## src/rtl/key_debounce_pulse.sv

```systemverilog
// key_debounce_pulse: per-bit sync, debounce, level and press/release pulses.
// Optional auto-repeat on held keys when KEY_AUTOREPEAT_EN is defined.
module key_debounce_pulse #(
  parameter int WIDTH           = 4,
  parameter int DEBOUNCE_CYCLES = 1000000,
  parameter int REPEAT_DELAY    = 25000000,
  parameter int REPEAT_PERIOD   = 5000000
) (
  input  logic             CLOCK,
  input  logic             RST_n,
  input  logic [WIDTH-1:0] iKEY,
  output logic [WIDTH-1:0] oKEY_LEVEL,
  output logic [WIDTH-1:0] oPRESS,
  output logic [WIDTH-1:0] oRELEASE
);

  localparam int CW = $clog2(DEBOUNCE_CYCLES);
  localparam logic [CW-1:0] CNT_LAST = CW'(DEBOUNCE_CYCLES - 1);
  localparam logic [CW-1:0] CNT_ONE  = CW'(1);

`ifdef KEY_AUTOREPEAT_EN
  localparam int RMAX = (REPEAT_DELAY > REPEAT_PERIOD) ?
                        REPEAT_DELAY : REPEAT_PERIOD;
  localparam int RW = (RMAX > 1) ? $clog2(RMAX) : 1;
  localparam logic [RW-1:0] DLY_LAST = RW'(REPEAT_DELAY - 1);
  localparam logic [RW-1:0] PER_LAST = RW'(REPEAT_PERIOD - 1);
  localparam logic [RW-1:0] RPT_ONE  = RW'(1);
`endif

  typedef enum logic [1:0] {
    RELEASED  = 2'd0,
`ifdef KEY_AUTOREPEAT_EN
    REPEATING = 2'd2,
`endif
    PRESSED   = 2'd1
  } state_e;

  logic [WIDTH-1:0] sync1_q, sync1_d;
  logic [WIDTH-1:0] sync2_q, sync2_d;
  logic [WIDTH-1:0] level_q, level_d;
  logic [WIDTH-1:0] press_q, press_d;
  logic [WIDTH-1:0] rel_q,   rel_d;

  logic [CW-1:0] cnt_q   [WIDTH];
  logic [CW-1:0] cnt_d   [WIDTH];
  state_e        state_q [WIDTH];
  state_e        state_d [WIDTH];

`ifdef KEY_AUTOREPEAT_EN
  logic [RW-1:0] rpt_q [WIDTH];
  logic [RW-1:0] rpt_d [WIDTH];
`endif

  // Next-state: sync shift, stability count, acceptance and pulses.
  always_comb begin
    sync1_d = iKEY;
    sync2_d = sync1_q;
    level_d = level_q;
    press_d = '0;
    rel_d   = '0;
    for (int i = 0; i < WIDTH; i++) begin
      cnt_d[i]   = cnt_q[i];
      state_d[i] = state_q[i];
`ifdef KEY_AUTOREPEAT_EN
      rpt_d[i]   = rpt_q[i];
      // Held-key repeat timing; an accepted release below overrides it.
      unique case (state_q[i])
        PRESSED: begin
          if (rpt_q[i] == DLY_LAST) begin
            press_d[i] = 1'b1;
            state_d[i] = REPEATING;
            rpt_d[i]   = '0;
          end else begin
            rpt_d[i]   = rpt_q[i] + RPT_ONE;
          end
        end
        REPEATING: begin
          if (rpt_q[i] == PER_LAST) begin
            press_d[i] = 1'b1;
            rpt_d[i]   = '0;
          end else begin
            rpt_d[i]   = rpt_q[i] + RPT_ONE;
          end
        end
        default: begin
          rpt_d[i] = '0;
        end
      endcase
`endif
      if (sync2_q[i] != level_q[i]) begin
        if (cnt_q[i] == CNT_LAST) begin
          cnt_d[i]   = '0;
          level_d[i] = sync2_q[i];
`ifdef KEY_AUTOREPEAT_EN
          rpt_d[i]   = '0;
`endif
          if (sync2_q[i]) begin
            rel_d[i]   = 1'b1;
            press_d[i] = 1'b0;
            state_d[i] = RELEASED;
          end else begin
            press_d[i] = 1'b1;
            state_d[i] = PRESSED;
          end
        end else begin
          cnt_d[i] = cnt_q[i] + CNT_ONE;
        end
      end else begin
        cnt_d[i] = '0;
      end
    end
  end

  // State registers; reset parks every bit released and silent.
  always_ff @(posedge CLOCK or negedge RST_n) begin
    if (!RST_n) begin
      sync1_q <= '1;
      sync2_q <= '1;
      level_q <= '1;
      press_q <= '0;
      rel_q   <= '0;
      for (int i = 0; i < WIDTH; i++) begin
        cnt_q[i]   <= '0;
        state_q[i] <= RELEASED;
`ifdef KEY_AUTOREPEAT_EN
        rpt_q[i]   <= '0;
`endif
      end
    end else begin
      sync1_q <= sync1_d;
      sync2_q <= sync2_d;
      level_q <= level_d;
      press_q <= press_d;
      rel_q   <= rel_d;
      for (int i = 0; i < WIDTH; i++) begin
        cnt_q[i]   <= cnt_d[i];
        state_q[i] <= state_d[i];
`ifdef KEY_AUTOREPEAT_EN
        rpt_q[i]   <= rpt_d[i];
`endif
      end
    end
  end

  assign oKEY_LEVEL = level_q;
  assign oPRESS     = press_q;
  assign oRELEASE   = rel_q;

endmodule

```

## config.mk

```make
export PLATFORM = sky130hd
export DESIGN_NAME = key_debounce_pulse
export DESIGN_NICKNAME = d
export VERILOG_FILES = /design/src/rtl/key_debounce_pulse.sv
export SDC_FILE = /design/constraint.sdc
export NUM_CORES = 1
export LEC_CHECK = 0
export CORE_UTILIZATION = 35
export CTS_CLUSTER_DIAMETER = 50
export DETAILED_ROUTE_END_ITERATION = 8
export PLACE_DENSITY = 0.56
export SYNTH_ARGS = -nofsm -noshare
export SYNTH_HDL_FRONTEND = slang
export SYNTH_SLANG_ARGS = --single-unit
```

## constraint.sdc

```tcl
create_clock -name CLOCK -period 1.9 [get_ports CLOCK]
set_input_delay 0.38 -clock CLOCK [delete_from_list [all_inputs] [get_ports CLOCK]]
set_output_delay 0.38 -clock CLOCK [all_outputs]
set_load 0.02 [all_outputs]
```

==> metrics.csv <==
metric;value;unit
CTS tree;yes;
combinational share of power;4.2;%
Post-CTS Hold Fix Bufs;0;
Sequential Power Share;50.8;%
Worst Hold Class;in2async;
number of synthesized flops with an enable pin;0;
CTS Sinks;100;
Final Hold Fails;0;
number of CTS-inserted buffers;9;
Worst Clk Skew;4.744;ps
Setup CP Type;reg2reg;
Clock Path Buffers;2;
site row count;41;
Via density;5.037;
Max FO, Critical Path;8;
final antenna-violating net count;0;
number of diodes;0;
die height;117.7;um
power density cells;739.4;nW/um2
GP Congestion;0.7906;
Final min period;1827;ps
vias in the first global route;3547;
Switching Share;20.66;%
Max IR drop VDD;0.4405;mV
fillers;1199;
# nets final;538;
starting density of the core;36.53;%
DRC errors left;0;
Max Cap Violations;0;
R2R depth;5;
share of cells above drive strength 1;21.58;%
RSZ-0062 raised after global routing;true;
number of distinct library cells after synthesis;39;
R2R Path End;cnt_q[58]$_DFF_PN0_;
#FFs+latches synth;100;
Sw Pwr;0.0008920;W
CP startpoint kind;register;
FMAX;547.5;MHz
floorplan die width;117.7;um
initial DRC count;250;
final instance area;5841;um2
dpl hpwl;6301;um
Slew Limit Headroom;63.79;%
critical path arrival;2100;ps
drt pass-1 iters;4;
post-synthesis sequential area ratio;53.74;%
Clock Power Share;45.0;%
average size of a mapped cell;10.18;um2
CTS clk-pin slew, worst paths;60;ps
die area;13850;um2
status;finished clean;
H-tree Lvls;3;
initial antenna violation count;0;
Leak Pwr;2.351;nW
final worst path period share;96.13;%
clk root buf;clkbuf_16;
top_reg_cell synth;dfrtp_1;
P&R area growth vs syn;24.68;%
largest net degree at the start of global routing;101;
Post-Route Setup TNS;0;ps
num ports;18;
final setup vio count;0;
grt ovf;0;
fraction of registers with async set/reset;100.0;%
Core ar.;12820;um2
P_int;0.003426;W
first-pass GRT wire length;16590;um
placed cell area;5413;um2
final cell count without fillers;705;
Final Max Slew Viols;0;
R2R Setup Slk;70;ps
Post-Syn Nets;470;
worst-margin pin slew;543.2;ps
Ys Warns;0;
GR Util All Layers;14.63;%
cell count after placement;682;
number of port buffers;17;
Cell Area, Synth;4684;um2
Clk Latency, worst-skew pair;340;ps
Required @ worst endpoint;2170;ps
via count;3551;
Syn Inst Count;460;
Reg2Reg Launch Point;cnt_q[41]$_DFF_PN0_;
final hold slack;71.38;ps
Crit. End Element;register;
DRT Wirelength;9213;um
DR WL/cell;13.07;um
-- cell usage after synthesis, drive strengths merged (15+ instances only) --
library cell / number / area share (%)
or3: 15 / 2.1
xor2: 17 / 3.2
dfrtp: 88 / 47
o21ai: 17 / 1.8
a21oi: 27 / 2.9
xnor2: 32 / 6.0
or4: 17 / 2.8
nor2: 57 / 4.6
nand3: 31 / 3.7
nand2: 21 / 1.7
inv: 18 / 1.4
nand4: 17 / 2.3
-- layer usage --
metal | part of all wire [%] | vias to the layer above | GRT usage, %
li1 | - | 1769 | -
met1 | 49 | 1740 | 18.72
met2 | 47 | 35 | 24.08
met3 | 2.9 | 7 | 3.876
met4 | 1.1 | 0 | 4.567
met5 | 0 | - | 0
-- power groups by stage --
| stage | Clock, W | Sequential (W) | Combinational (W) |
|---|---|---|---|
| after floorplan | 0 | 0.00223 | 0.0000638 |
| after global placement | 0 | 0.00223 | 0.000178 |
| after detailed placement | 0 | 0.00223 | 0.000180 |
| after CTS | 0.00202 | 0.00219 | 0.000181 |
| after global routing | 0.00209 | 0.00219 | 0.000207 |
| final | 0.00194 | 0.00219 | 0.000183 |
-- timing repair --
action	4_1_cts	5_1_grt
pin swaps	0	3
setup buffers	0	7
setup endpoints to repair	10	51
resized for setup	7	9
hold endpoints to repair	0	0
-- cells in the final DEF (no fill, tap or decap), types with 4 or more instances in the layout --
| cell type | count |
|---|---|
| o21ai_0 | 16 |
| dfrtp_1 | 88 |
| dfstp_2 | 12 |
| clkdlybuf4s50_1 | 12 |
| dlygate4sd2_1 | 4 |
| nand3_1 | 27 |
| or4_4 | 5 |
| nor4_1 | 7 |
| or4_1 | 11 |
| nand2_1 | 19 |
| a21oi_1 | 26 |
| or2_2 | 5 |
| mux2_2 | 4 |
| or3_1 | 12 |
| and3_1 | 11 |
| inv_1 | 18 |
| xnor2_1 | 32 |
| xor2_1 | 17 |
| nor2_1 | 57 |
| nand4_1 | 17 |
| o31ai_1 | 9 |
| clkbuf_16 | 9 |
| nor3b_1 | 8 |
| nor3_1 | 12 |
| buf_4 | 50 |
-- critical path, cell delays in order, from the launching register on --
cell and delay, ps:
dfrtp_1 390, ha_4 150, nand2_2 50, or4_4 560
or4_1 480, a21oi_1 130
-- layout make-up --
| cell class | instances | area [um2] | area share (%) |
|---|---|---|---|
| clock buffer | 11 | 242.7 | 4.156 |
| inverter | 18 | 67.56 | 1.157 |
| clock inverter | 5 | 75.07 | 1.285 |
| tap | 172 | 215.2 | 3.685 |
| multi-input combinational | 331 | 2152 | 36.85 |
| sequential | 100 | 2517 | 43.10 |
| timing repair buffer | 68 | 570.5 | 9.769 |
-- through the flow --
stage | total power (W) | setup slack, ps | utilization, %
detailed placement | 0.002412 | -65.66 | 42.20
global placement | 0.002408 | -32.35 | 42.20
global route | 0.004493 | -34.63 | 45.54
CTS | 0.004395 | 11.86 | 44.75
finish | 0.004318 | 73.48 | 45.54
floorplan | 0.002296 | 0.6466 | -
-- worst max path at each step --
stage	end	slack, ps	from	depth (start not counted)
global route	cnt_q[58]$_DFF_PN0_	-30	cnt_q[41]$_DFF_PN0_	5
finish	cnt_q[58]$_DFF_PN0_	70	cnt_q[41]$_DFF_PN0_	5
global placement	cnt_q[38]$_DFF_PN0_	-30	cnt_q[20]$_DFF_PN0_	5
detailed placement	cnt_q[76]$_DFF_PN0_	-70	cnt_q[61]$_DFF_PN0_	5
CTS	cnt_q[76]$_DFF_PN0_	10	cnt_q[61]$_DFF_PN0_	5
floorplan	cnt_q[78]$_DFF_PN0_	0.6	cnt_q[60]$_DFF_PN0_	6
-- cells by family after synthesis --
group                    synth area share, %
multiplexers                          0.9615
AND/OR/NAND/NOR                        25.16
XOR/XNOR                               9.161
adder cells (fa/ha/maj)                1.068
buffers and inverters                  2.484
AO/OA/AOI/OAI                          7.425
flip-flops                             53.74
-- sequential cells by signal, summed over array words and instances, names as in the netlist --
name,flops
oPRESS,4
oKEY_LEVEL,4
sync1_q,4
oRELEASE,4
sync2_q,4
cnt_q,80
Power figures use the tool's default switching activity.
